--- src/rtl/lane_spawner_pkg.sv ---
`default_nettype none
// ============================================================================
// Module  : lane_spawner_pkg
// Brief   : Shared game types: lane FSM state and common offset width.
// Revision: 1.0
// ============================================================================
package lane_spawner_pkg;

    localparam int c_offset_width = 12;

    typedef enum logic [0:0] {
        ST_IDLE = 1'b0,
        ST_MOVE = 1'b1
    } lane_state_t;

endpackage : lane_spawner_pkg
`default_nettype wire

--- src/rtl/lane_spawner_if.sv ---
`default_nettype none
// ============================================================================
// Module  : lane_spawner_if
// Brief   : Frame strobe / launch request in, sprite offsets and status out.
// Revision: 1.0
// ============================================================================
interface lane_spawner_if #(
    parameter int HWIDTH = 12,
    parameter int VWIDTH = 12
);
    logic              tick;
    logic              en;
    logic [HWIDTH-1:0] hoffset;
    logic [VWIDTH-1:0] voffset;
    logic              active;

    modport master (
        output tick,
        output en,
        input  hoffset,
        input  voffset,
        input  active
    );

    modport slave (
        input  tick,
        input  en,
        output hoffset,
        output voffset,
        output active
    );
endinterface : lane_spawner_if
`default_nettype wire

--- src/rtl/lane_spawner_axis_lerp.sv ---
`default_nettype none
// ============================================================================
// Module  : axis_lerp
// Brief   : Combinational per-axis interpolator, SRC + ((DST-SRC)*k) >>> log2(STEP).
// Revision: 1.0
// ============================================================================
module axis_lerp #(
    parameter int WIDTH = 12,
    parameter int SRC   = 0,
    parameter int DST   = 0,
    parameter int STEP  = 32
) (
    input  wire logic [$clog2(STEP):0] k,
    output logic      [WIDTH-1:0]      pos
);
    localparam int c_log   = $clog2(STEP);
    localparam int c_pw    = WIDTH + 2 + c_log;
    localparam int c_diff  = DST - SRC;
    localparam logic [WIDTH-1:0] c_src = WIDTH'(SRC);
    // Difference kept in WIDTH+1 bits so a full-range swing never overflows
    localparam logic signed [WIDTH:0] c_diff_w = (WIDTH+1)'(c_diff);

    logic signed [c_pw-1:0] w_diff_ext;
    logic signed [c_pw-1:0] w_k_ext;
    logic signed [c_pw-1:0] w_prod;
    logic        [WIDTH-1:0] w_step_off;

    assign w_diff_ext = {{(c_pw-WIDTH-1){c_diff_w[WIDTH]}}, c_diff_w};
    assign w_k_ext    = {{(c_pw-c_log-1){1'b0}}, k};
    assign w_prod     = w_diff_ext * w_k_ext;
    // Arithmetic shift floors toward -inf; the sum wraps modulo 2^WIDTH
    assign w_step_off = WIDTH'(w_prod >>> c_log);
    assign pos        = c_src + w_step_off;

endmodule : axis_lerp
`default_nettype wire

--- src/rtl/lane_spawner.sv ---
`default_nettype none
// ============================================================================
// Module  : lane_spawner
// Brief   : Per-lane object mover; launches on tick&en, walks SRC->DST in STEP ticks.
// Revision: 1.0
// ============================================================================
module lane_spawner
    import lane_spawner_pkg::*;
#(
    parameter int HWIDTH = c_offset_width,
    parameter int VWIDTH = c_offset_width,
    parameter int HSRC   = 0,
    parameter int VSRC   = 0,
    parameter int HDST   = 0,
    parameter int VDST   = 0,
    parameter int STEP   = 32
) (
    input  wire logic          clk,
    input  wire logic          rst_n,
    lane_spawner_if.slave      bus
);
    localparam int c_log = $clog2(STEP);
    localparam logic [c_log:0]    c_step = (c_log+1)'(STEP);
    localparam logic [HWIDTH-1:0] c_hsrc = HWIDTH'(HSRC);
    localparam logic [VWIDTH-1:0] c_vsrc = VWIDTH'(VSRC);

    lane_state_t       r_state;
    logic [c_log:0]    r_k;
    logic [HWIDTH-1:0] r_hoffset;
    logic [VWIDTH-1:0] r_voffset;
    logic              r_active;

    logic [c_log:0]    w_k_next;
    logic [HWIDTH-1:0] w_hpos;
    logic [VWIDTH-1:0] w_vpos;

    // Interpolators look one step ahead so the outputs can stay registered
    assign w_k_next = r_k + 1'b1;

    axis_lerp #(.WIDTH(HWIDTH), .SRC(HSRC), .DST(HDST), .STEP(STEP)) u_hlerp (
        .k   (w_k_next),
        .pos (w_hpos)
    );

    axis_lerp #(.WIDTH(VWIDTH), .SRC(VSRC), .DST(VDST), .STEP(STEP)) u_vlerp (
        .k   (w_k_next),
        .pos (w_vpos)
    );

    always_ff @(posedge clk or negedge rst_n) begin
        if (!rst_n) begin
            r_state   <= ST_IDLE;
            r_k       <= '0;
            r_hoffset <= c_hsrc;
            r_voffset <= c_vsrc;
            r_active  <= 1'b0;
        end else if (bus.tick) begin
            case (r_state)
                ST_IDLE: begin
                    if (bus.en) begin
                        r_state  <= ST_MOVE;
                        r_k      <= '0;
                        r_active <= 1'b1;
                    end
                end
                ST_MOVE: begin
                    if (r_k == c_step) begin
                        r_state   <= ST_IDLE;
                        r_k       <= '0;
                        r_hoffset <= c_hsrc;
                        r_voffset <= c_vsrc;
                        r_active  <= 1'b0;
                    end else begin
                        r_k       <= w_k_next;
                        r_hoffset <= w_hpos;
                        r_voffset <= w_vpos;
                    end
                end
                default: begin
                    r_state  <= ST_IDLE;
                    r_k      <= '0;
                    r_active <= 1'b0;
                end
            endcase
        end
    end

    assign bus.hoffset = r_hoffset;
    assign bus.voffset = r_voffset;
    assign bus.active  = r_active;

endmodule : lane_spawner
`default_nettype wire

--- src/flat_wrapper.sv ---
// flat-port wrapper written by rule: the top's interface ports become plain ports
module lane_spawner_flat import lane_spawner_pkg::*;
#(
    parameter int HWIDTH = c_offset_width,
    parameter int VWIDTH = c_offset_width,
    parameter int HSRC   = 0,
    parameter int VSRC   = 0,
    parameter int HDST   = 0,
    parameter int VDST   = 0,
    parameter int STEP   = 32
)
  (clk, rst_n, bus_tick, bus_en, bus_hoffset, bus_voffset, bus_active);
  lane_spawner_if #(.HWIDTH(HWIDTH), .VWIDTH(VWIDTH)) bus_i ();
  input  wire logic clk;
  input  wire logic rst_n;
  input wire logic [$bits(bus_i.tick)-1:0] bus_tick;
  input wire logic [$bits(bus_i.en)-1:0] bus_en;
  output wire logic [$bits(bus_i.hoffset)-1:0] bus_hoffset;
  output wire logic [$bits(bus_i.voffset)-1:0] bus_voffset;
  output wire logic [$bits(bus_i.active)-1:0] bus_active;
  assign bus_i.tick = bus_tick;
  assign bus_i.en = bus_en;
  assign bus_hoffset = bus_i.hoffset;
  assign bus_voffset = bus_i.voffset;
  assign bus_active = bus_i.active;
  lane_spawner #(.HWIDTH(HWIDTH), .VWIDTH(VWIDTH), .HSRC(HSRC), .VSRC(VSRC), .HDST(HDST), .VDST(VDST), .STEP(STEP)) u_core (.clk(clk), .rst_n(rst_n), .bus(bus_i));
endmodule
--- config.mk ---
export PLATFORM = sky130hd
export DESIGN_NAME = lane_spawner_flat
export DESIGN_NICKNAME = d
export VERILOG_FILES = /design/src/rtl/lane_spawner_pkg.sv /design/src/rtl/lane_spawner_if.sv /design/src/rtl/lane_spawner_axis_lerp.sv /design/src/rtl/lane_spawner.sv /design/src/flat_wrapper.sv
export SDC_FILE = /design/constraint.sdc
export NUM_CORES = 1
export LEC_CHECK = 0
export ABC_AREA = 0
export CAP_MARGIN = 20
export CORE_MARGIN = 2
export CORE_UTILIZATION = 39
export CTS_CLUSTER_SIZE = 25
export DETAILED_ROUTE_END_ITERATION = 8
export SETUP_SLACK_MARGIN = 0.3
export SLEW_MARGIN = 20
export SYNTH_ARGS = -nofsm -noshare
export SYNTH_HDL_FRONTEND = slang
export SYNTH_HIERARCHICAL = 1
export SYNTH_SLANG_ARGS = --single-unit
--- constraint.sdc ---
create_clock -name clk -period 2 [get_ports clk]
set_input_delay 0.3 -clock clk [delete_from_list [all_inputs] [get_ports clk]]
set_output_delay 0.3 -clock clk [all_outputs]
set_load 0.005 [all_outputs]
==> results of run 1 <==
worst min path at each step:
stage	start	endpoint	cells past startpoint
floorplan	rst_n	u_core/bus.active$_DFFE_PN0P_	0
global placement	u_core/bus.hoffset[11]$_DFFE_PN0P_	u_core/bus.hoffset[11]$_DFFE_PN0P_	2
detailed placement	u_core/bus.hoffset[0]$_DFFE_PN0P_	u_core/bus.hoffset[0]$_DFFE_PN0P_	2
CTS	rst_n	u_core/r_k[4]$_DFFE_PN0P_	2
global route	rst_n	u_core/r_k[4]$_DFFE_PN0P_	2
finish	rst_n	u_core/bus.hoffset[10]$_DFFE_PN0P_	2
layout by cell type, fill, tap and decap left out, types with 2 or more instances in the layout:
master and count:
a21oi_1 3, buf_4 4, clkbuf_8 6, clkdlybuf4s50_1 28, conb_1 24, dfrtp_1 32
ha_1 2, inv_1 5, nand2_1 54, o21ai_0 2, o21ai_1 29, o31ai_1 2
area by class of cell:
class | count | share of cell area (%)
clock buffers | 7 | 4.55
clock inverters | 1 | 0.396
inverters | 5 | 0.990
multi-input cells | 129 | 32.1
flip-flops and latches | 32 | 42.2
well taps | 50 | 3.30
repair buffers | 32 | 16.4
metrics by stage:
step / cells / setup slack (ns) / power [µW]
5_1_grt: 256 / 0.406 / 1990
6_report: 256 / 0.530 / 1860
3_3_place_gp: 248 / 0.202 / 1340
2_1_floorplan: 198 / 0.723 / 1120
3_5_place_dp: 248 / 0.130 / 1360
4_1_cts: 256 / 0.422 / 1890
critical path, delay by kind of cell, from the launching register on:
| kind | cells | cell delay, ns |
|---|---|---|
| buffers and inverters | 1 | 0.08 |
| DFF | 1 | 0.43 |
| adders and majority gates | 1 | 0.14 |
| AOI/OAI and AO/OA | 2 | 0.48 |
| and+or+nand+nor | 1 | 0.21 |
power breakdown:
part	switching, µW	internal, µW	total (µW)	leakage (µW)
sequential	102	776	878	0.000398
clock	236	279	516	0.0000445
combinational	198	266	464	0.000425
total	536	1320	1860	0.000867
flip-flops by register name, summed over array words and instances, names as in the netlist:
signal              count
u_core/r_k              6
u_core/bus.hoffset     12
u_core/bus.voffset     12
u_core/r_state          1
u_core/bus.active       1
routing by layer:
metal / vias up / wire length (µm)
met5: - / 0
met4: 0 / 34
met3: 3 / 161
met2: 25 / 1290
met1: 530 / 1340
li1: 578 / -
==> flow_metrics.env, run 1 <==
export IMPL_fill_cells=386
export IMPL_syn_mean_instance_area_um2=8.88
export IMPL_gp_congestion=0.716
export IMPL_grt_busiest_layer="met2"
export IMPL_regArea_um2=801
export IMPL_fmaxAchievable_mhz=680
export IMPL_hold_viol_final=0
export IMPL_antennaDiodeCount=0
export IMPL_p_per_area_mw_per_mm2=980
export IMPL_worstMarginPinSlew_ns=0.942
export IMPL_synth_cells=176
export IMPL_setup_viol=0
export IMPL_grt_antenna_before_repair=0
export IMPL_gr_usage_all_layers_pct=14.5
export IMPL_rows=23
export IMPL_cts_path_max_buffers=2
export IMPL_finish_utilization_pct=48.4
export IMPL_fin_crit_ns=1.47
export IMPL_portBuffers=28
export IMPL_r2r_slack_ns=0.53
export IMPL_required_ns=2.16
export IMPL_htreeDepth=2
export IMPL_num_vias=1136
export IMPL_cts_setup_buffers=0
export IMPL_drv_cap=0
export IMPL_nNetsFinal=211
export IMPL_maxSlewHeadroom_pct=37.2
export IMPL_cts_made_buffers=5
export IMPL_cp_max_fo=5
export IMPL_die_width_um=67.3
export IMPL_r2r_start="u_core/r_k[0]$_DFFE_PN0P_"
export IMPL_status="finished, final reports clean"
export IMPL_post_dp_cell_area_mm2=0.00180
export IMPL_cp_data_arrival_time_ns=1.63
export IMPL_final_layout_size_suffix_gt1_share_pct=7.28
export IMPL_first_global_vias=1101
export IMPL_top_level_ports=29
export IMPL_viasPerCell=4.44
export IMPL_rsz0062_at_grt="false"
export IMPL_drtIter0Drc=67
export IMPL_holdWs_ns=0.416
export IMPL_grt_max_degree=33
export IMPL_end_kind="flip-flop"
export IMPL_ir_drop_mv=0.553
export IMPL_crit_path_end="u_core/r_k[2]$_DFFE_PN0P_"
export IMPL_min_path_type="in2async"
export IMPL_grtUsageMet1_pct=18.9
export IMPL_grt_use_met2_pct=22.3
export IMPL_netlist_area_mm2=0.00156
export IMPL_finClkSkew_ns=0.00670
export IMPL_use_met3_pct=5.00
export IMPL_cts_resized=0
export IMPL_cts_hold_buf=0
export IMPL_dp_hpwl_um=1940
export IMPL_tns_ns=0
export IMPL_cts_sink_count=32
export IMPL_ant_nets=0
export IMPL_remaining_drc_errors=0
export IMPL_final_cell_area_mm2=0.00190
export IMPL_worstSkewPairLatency_ns=0.28
export IMPL_grt_overflow_total=0
export IMPL_startpoint="u_core/r_k[0]$_DFFE_PN0P_"
export IMPL_leakage_uw=0.000867
export IMPL_start_kind="flip-flop"
export IMPL_slew_viol_final=0
export IMPL_first_pass_iters=4
export IMPL_slowest_stage="dfrtp_1"
export IMPL_coreArea_mm2=0.00391
export IMPL_reg2reg_depth=5
export IMPL_drt_wl_total_um=2830
export IMPL_max_stage_delay_ns=0.43
export IMPL_avgRoutedWirePerCell_um=11.0
export IMPL_area_growth_pct=21.3
export IMPL_crit_chain="inv_1 -> ha_1 -> nand4bb_1 -> o21ai_1 -> o2bb2ai_1"
export IMPL_multi_input_area_um2=609
export IMPL_initial_core_util_pct=39.9
export IMPL_finalCritPeriodShare_pct=73.5
export IMPL_grt_pass1_wl_um=4890
export IMPL_reg2reg_to="u_core/r_k[2]$_DFFE_PN0P_"
export IMPL_die_height_um=67.3
export IMPL_die_area_mm2=0.00453
export IMPL_cts_tree="yes"
export IMPL_critPathKind="reg2reg"
export IMPL_cts_clk_slew_worst_paths_ns=0.07
export IMPL_yosys_warnings=6
export IMPL_root_buffer="clkbuf_8"
Note: power is estimated with default switching activity, not from simulation.
==> run 2, diff against run 1 <==
clock period = 1.4 ns   (was 2 ns; I/O delays follow)
==> run 2 against run 1 <==
Against the previous run: first-iteration DRC count down 67%; global-route usage up 2.4 points; sequential share of layout area down 3.5 points; worst hold slack worse by 0.12 ns; clock-buffer cell count unchanged; final cell count up 7.4%; core utilization up 4.7 points; largest power group unchanged; routed wire length up 17%; die area unchanged; critical endpoint is now u_core/bus.active$_DFFE_PN0P_.
==> flow_metrics.env, run 2 (synthesis gave the netlist of run 1 again) <==
export IMPL_status="finished, final reports clean"
export IMPL_clock_power_share_pct=25.8
export IMPL_final_cell_mix="53 x nand2_1, 28 x o21ai_1, 28 x dfrtp_1"
export IMPL_end_kind="flip-flop"
export IMPL_maxSlewHeadroom_pct=35.9
export IMPL_dpl_cell_count=250
export IMPL_start_kind="flip-flop"
export IMPL_worstMarginPinSlew_ns=0.960
export IMPL_die_area_mm2=0.00453
export IMPL_critPathKind="reg2reg"
export IMPL_min_path_type="in2async"
export IMPL_coreArea_mm2=0.00391
export IMPL_cp_data_arrival_time_ns=1.47
export IMPL_grt_overflow_total=0
export IMPL_num_vias=1202
export IMPL_die_height_um=67.3
export IMPL_ir_drop_mv=0.764
export IMPL_holdWs_ns=0.293
export IMPL_rsz0062_at_grt="true"
export IMPL_initial_core_util_pct=39.9
export IMPL_p_int_uw=2030
export IMPL_htreeDepth=2
export IMPL_r2r_start="u_core/r_k[1]$_DFFE_PN0P_"
export IMPL_gp_congestion=0.873
export IMPL_nNetsFinal=231
export IMPL_remaining_drc_errors=0
export IMPL_first_global_vias=1204
export IMPL_grt_pass1_wl_um=5500
export IMPL_antennaDiodeCount=0
export IMPL_drv_cap=0
export IMPL_finClkSkew_ns=0.00125
export IMPL_cts_path_max_buffers=2
export IMPL_avgRoutedWirePerCell_um=12.0
export IMPL_portBuffers=28
export IMPL_rows=23
export IMPL_die_width_um=67.3
export IMPL_area_growth_pct=33.1
export IMPL_cts_tree="yes"
export IMPL_final_layout_size_suffix_gt1_share_pct=32.4
export IMPL_viasPerCell=4.37
export IMPL_cts_hold_buf=0
export IMPL_final_common_cell="nand2_1"
export IMPL_root_buffer="clkbuf_8"
export IMPL_power_frac_seq_pct=44.1
export IMPL_gr_usage_all_layers_pct=16.8
export IMPL_grt_max_degree=33
export IMPL_p_per_area_mw_per_mm2=1390
export IMPL_fin_cells=275
export IMPL_setup_viol=0
export IMPL_fin_crit_ns=1.32
export IMPL_drt_wl_total_um=3300
export IMPL_cts_made_buffers=5
export IMPL_ant_nets=0
export IMPL_grt_antenna_before_repair=0
export IMPL_drtIter0Drc=22
export IMPL_fmaxAchievable_mhz=760
export IMPL_leakage_uw=0.00101
export IMPL_hold_viol_final=0
export IMPL_cp_max_fo=4
export IMPL_slew_viol_final=0
export IMPL_required_ns=1.56
export IMPL_dp_hpwl_um=2180
export IMPL_worstSkewPairLatency_ns=0.27
export IMPL_top_level_ports=29
export IMPL_cts_sink_count=32
export IMPL_finalCritPeriodShare_pct=93.9
export IMPL_comb_power_share_pct=30.1
export IMPL_finish_utilization_pct=53.1
export IMPL_startpoint="u_core/r_k[1]$_DFFE_PN0P_"
export IMPL_switching_power_uw=857
export IMPL_first_pass_iters=4
export IMPL_p_sw_share_pct=29.7
export IMPL_cts_clk_slew_worst_paths_ns=0.06
## run 2: changes by cell type in the layout (fill, tap and decap cells not counted), sizes merged
| cell | previous run | this run |
|---|---|---|
| clkinvlp | 1 | 0 |
| clkdlybuf4s50 | 28 | 2 |
| clkdlybuf4s15 | 0 | 5 |
| dlygate4sd2 | 0 | 1 |
| buf | 4 | 24 |
| clkbuf | 7 | 27 |
## run 2: power groups by stage
stage	Combinational (µW)	Sequential [µW]	Clock, µW
2_1_floorplan	381	1250	0
3_3_place_gp	711	1260	0
3_5_place_dp	737	1270	0
4_1_cts	884	1260	774
5_1_grt	979	1300	819
6_report	869	1270	746
## run 2: worst paths after layout
path | slack, ns | cells past startpoint | endpoint
max reg2reg | 0.08 | 5 | u_core/bus.active$_DFFE_PN0P_
min reg2reg | 0.48 | 2 | u_core/bus.hoffset[4]$_DFFE_PN0P_
max | 0.08 | 5 | u_core/bus.active$_DFFE_PN0P_
min | 0.29 | 2 | u_core/bus.voffset[1]$_DFFE_PN0P_
max in group asynchronous | 0.92 | 2 | u_core/r_k[0]$_DFFE_PN0P_
min in group clk | 0.43 | 3 | u_core/r_state$_DFFE_PN0P_
## run 2: layer usage
| metal | vias to the layer above | part of all wire, % | global-route usage (%) | routed length [µm] |
|---|---|---|---|---|
| li1 | 617 | - | - | - |
| met1 | 563 | 42 | 20.0 | 1400 |
| met2 | 20 | 52 | 28.5 | 1720 |
| met3 | 2 | 4.5 | 5.00 | 149 |
| met4 | 0 | 1.0 | 6.89 | 33 |
| met5 | - | 0 | 0 | 0 |
## run 2: area by class of cell
class,count,area [µm²]
Timing Repair Buffer,52,390
Fill cell,392,1830
Sequential cell,32,806
Clock buffer,7,96.3
Tap cell,50,62.6
Multi-Input combinational cell,129,706
Inverter,5,18.8
## run 2: worst max-delay path, cell delays in order, from the launching register on
cell,delay (ns)
dfrtp_2,0.44
inv_2,0.09
ha_4,0.14
nand4bb_4,0.17
o31ai_4,0.26
a21oi_1,0.09
## run 2: metrics by stage
| step | instance area (µm²) | TNS, ns | worst slack (ns) | power, µW |
|---|---|---|---|---|
| global placement | 1850 | -0.0577 | -0.0553 | 1970 |
| CTS | 2110 | 0 | 0.108 | 2920 |
| global route | 2080 | 0 | 0.0296 | 3100 |
| finish | 2080 | 0 | 0.0848 | 2890 |
| floorplan | 1670 | 0 | 0.191 | 1630 |
| detailed placement | 1850 | -0.181 | -0.0724 | 2010 |
## run 2: repair_timing
action,4_1_cts,5_1_grt
endpoints found under the hold margin,0,0
resized for setup,65,32
pin swaps,11,1
setup endpoints to repair,53,50
setup buffers,14,4
==> run 3, diff against run 2 <==
SETUP_SLACK_MARGIN = unset   (was 0.3)
==> run 3 against run 2 <==
Against the previous run: register-to-register slack better by 0.04 ns; power is 0.21% lower; die area stayed put; final cell count is 3.6% lower; core utilization is 1.3 points lower; via count is 1.7% lower; first-iteration DRC count grew to 2.6 times the previous value; global-route usage is 1.1 points lower; critical path depth is 4 lower; critical endpoint is now bus_voffset[10].
==> flow_metrics.env, run 3 (synthesis gave the netlist of run 1 again) <==
export IMPL_status="finished, final reports clean"
export IMPL_coreArea_mm2=0.00391
export IMPL_finClkSkew_ns=0.00506
export IMPL_drt_wl_total_um=3150
export IMPL_top_level_ports=29
export IMPL_grt_max_degree=33
export IMPL_area_growth_pct=29.7
export IMPL_cts_made_buffers=5
export IMPL_p_int_uw=2080
export IMPL_finalCritPeriodShare_pct=96.6
export IMPL_dp_hpwl_um=2150
export IMPL_drtIter0Drc=57
export IMPL_setup_viol=0
export IMPL_reg2reg_depth=6
export IMPL_post_dp_cell_area_mm2=0.00187
export IMPL_viasPerCell=4.46
export IMPL_start_kind="flip-flop"
export IMPL_gr_usage_all_layers_pct=15.8
export IMPL_power_frac_seq_pct=42.8
export IMPL_rows=23
export IMPL_required_ns=1.19
export IMPL_clock_power_share_pct=30.0
export IMPL_final_layout_size_suffix_gt1_share_pct=12.1
export IMPL_cts_hold_buf=0
export IMPL_end_kind="output pin"
export IMPL_ant_nets=0
export IMPL_maxSlewHeadroom_pct=37.3
export IMPL_comb_power_share_pct=27.2
export IMPL_die_height_um=67.3
export IMPL_ir_drop_mv=0.726
export IMPL_final_cell_mix="54 x nand2_1, 32 x dfrtp_1, 29 x o21ai_1"
export IMPL_grt_overflow_total=0
export IMPL_cp_max_fo=2
export IMPL_initial_core_util_pct=39.9
export IMPL_critPathTopFamily="buffers and inverters"
export IMPL_cts_tree="yes"
export IMPL_cts_sink_count=32
export IMPL_p_total_uw=2880
export IMPL_final_common_cell="nand2_1"
export IMPL_grt_antenna_before_repair=0
export IMPL_antennaDiodeCount=0
export IMPL_slowest_stage="clkdlybuf4s50_1"
export IMPL_nNetsFinal=220
export IMPL_cts_clk_slew_worst_paths_ns=0.07
export IMPL_num_vias=1181
export IMPL_worstMarginPinSlew_ns=0.940
export IMPL_avgRoutedWirePerCell_um=11.9
export IMPL_p_per_area_mw_per_mm2=1420
export IMPL_first_global_vias=1241
export IMPL_holdWs_ns=0.299
export IMPL_remaining_drc_errors=0
export IMPL_cp_data_arrival_time_ns=1.14
export IMPL_critPathKind="reg2out"
export IMPL_drv_cap=0
export IMPL_crit_chain="clkdlybuf4s50_1"
export IMPL_dpl_cell_count=256
export IMPL_gp_congestion=0.740
export IMPL_min_path_type="in2async"
export IMPL_worstSkewPairLatency_ns=0.28
export IMPL_cp_num_cells=1
export IMPL_fin_cells=265
export IMPL_portBuffers=28
export IMPL_final_cell_area_mm2=0.00203
export IMPL_finish_utilization_pct=51.8
export IMPL_slew_viol_final=0
export IMPL_die_width_um=67.3
export IMPL_r2r_slack_ns=0.12
export IMPL_max_stage_delay_ns=0.51
export IMPL_first_pass_iters=4
export IMPL_fmaxAchievable_mhz=739
export IMPL_die_area_mm2=0.00453
export IMPL_root_buffer="clkbuf_8"
export IMPL_hold_viol_final=0
export IMPL_fin_crit_ns=1.35
export IMPL_leakage_uw=0.000993
export IMPL_grt_pass1_wl_um=5260
export IMPL_p_sw_share_pct=27.7
export IMPL_cts_path_max_buffers=2
export IMPL_switching_power_uw=800
export IMPL_fill_cells=389
export IMPL_cp_num_buf_inv=1
export IMPL_htreeDepth=2
==> run 3: metrics by stage <==
stage	TNS (ns)	setup slack, ns
finish	0	0.0469
global route	-0.00605	-0.00605
CTS	0	0.00692
detailed placement	-0.344	-0.104
global placement	-0.0728	-0.0704
floorplan	0	0.123
==> run 3: area by class of cell <==
class / instances / area, µm² / area share [%]
timing repair buffer: 41 / 403 / 19.9
clock inverter: 2 / 35.0 / 1.73
sequential: 32 / 801 / 39.5
clock buffer: 6 / 72.6 / 3.58
tap: 50 / 62.6 / 3.09
inverter: 5 / 18.8 / 0.926
multi-input combinational: 129 / 634 / 31.3
==> run 3: what timing repair did <==
action / in CTS / in global routing
setup buffers: 0 / 1
gates resized for setup: 0 / 8
endpoints found under the setup margin: 0 / 12
==> run 3: power by group through the flow <==
stage                     sequential (µW)  clock (µW)  combinational (µW)
after CTS                            1230         895                 770
after global routing                 1260         930                 880
final                                1230         866                 785
after global placement               1240           0                 738
after floorplan                      1250           0                 352
after detailed placement             1250           0                 767
==> run 3: final timing paths <==
| check | from | end |
|---|---|---|
| max in group asynchronous | rst_n | u_core/bus.hoffset[1]$_DFFE_PN0P_ |
| worst max-delay path | u_core/bus.voffset[10]$_DFFE_PN0P_ | bus_voffset[10] |
| worst max register to register | u_core/r_k[1]$_DFFE_PN0P_ | u_core/r_k[5]$_DFFE_PN0P_ |
| min in group clk | u_core/bus.hoffset[1]$_DFFE_PN0P_ | u_core/bus.hoffset[1]$_DFFE_PN0P_ |
| worst min register to register | u_core/bus.hoffset[1]$_DFFE_PN0P_ | u_core/bus.hoffset[1]$_DFFE_PN0P_ |
| worst min-delay path | rst_n | u_core/bus.voffset[3]$_DFFE_PN0P_ |
==> run 3: worst register-to-register path, delay by kind of cell (launching register included) <==
family          cells  cell delay [ns]
compound gates      2             0.22
fa+ha+maj           1             0.19
buf+inv             2             0.22
flops               1             0.38
simple gates        1             0.16
==> run 3: metal layers <==
layer | wire (µm) | vias to the layer above | global-route usage [%]
li1 | - | 598 | -
met1 | 1390 | 555 | 17.9
met2 | 1580 | 23 | 26.7
met3 | 137 | 5 | 5.83
met4 | 45 | 0 | 6.63
met5 | 0 | - | 0
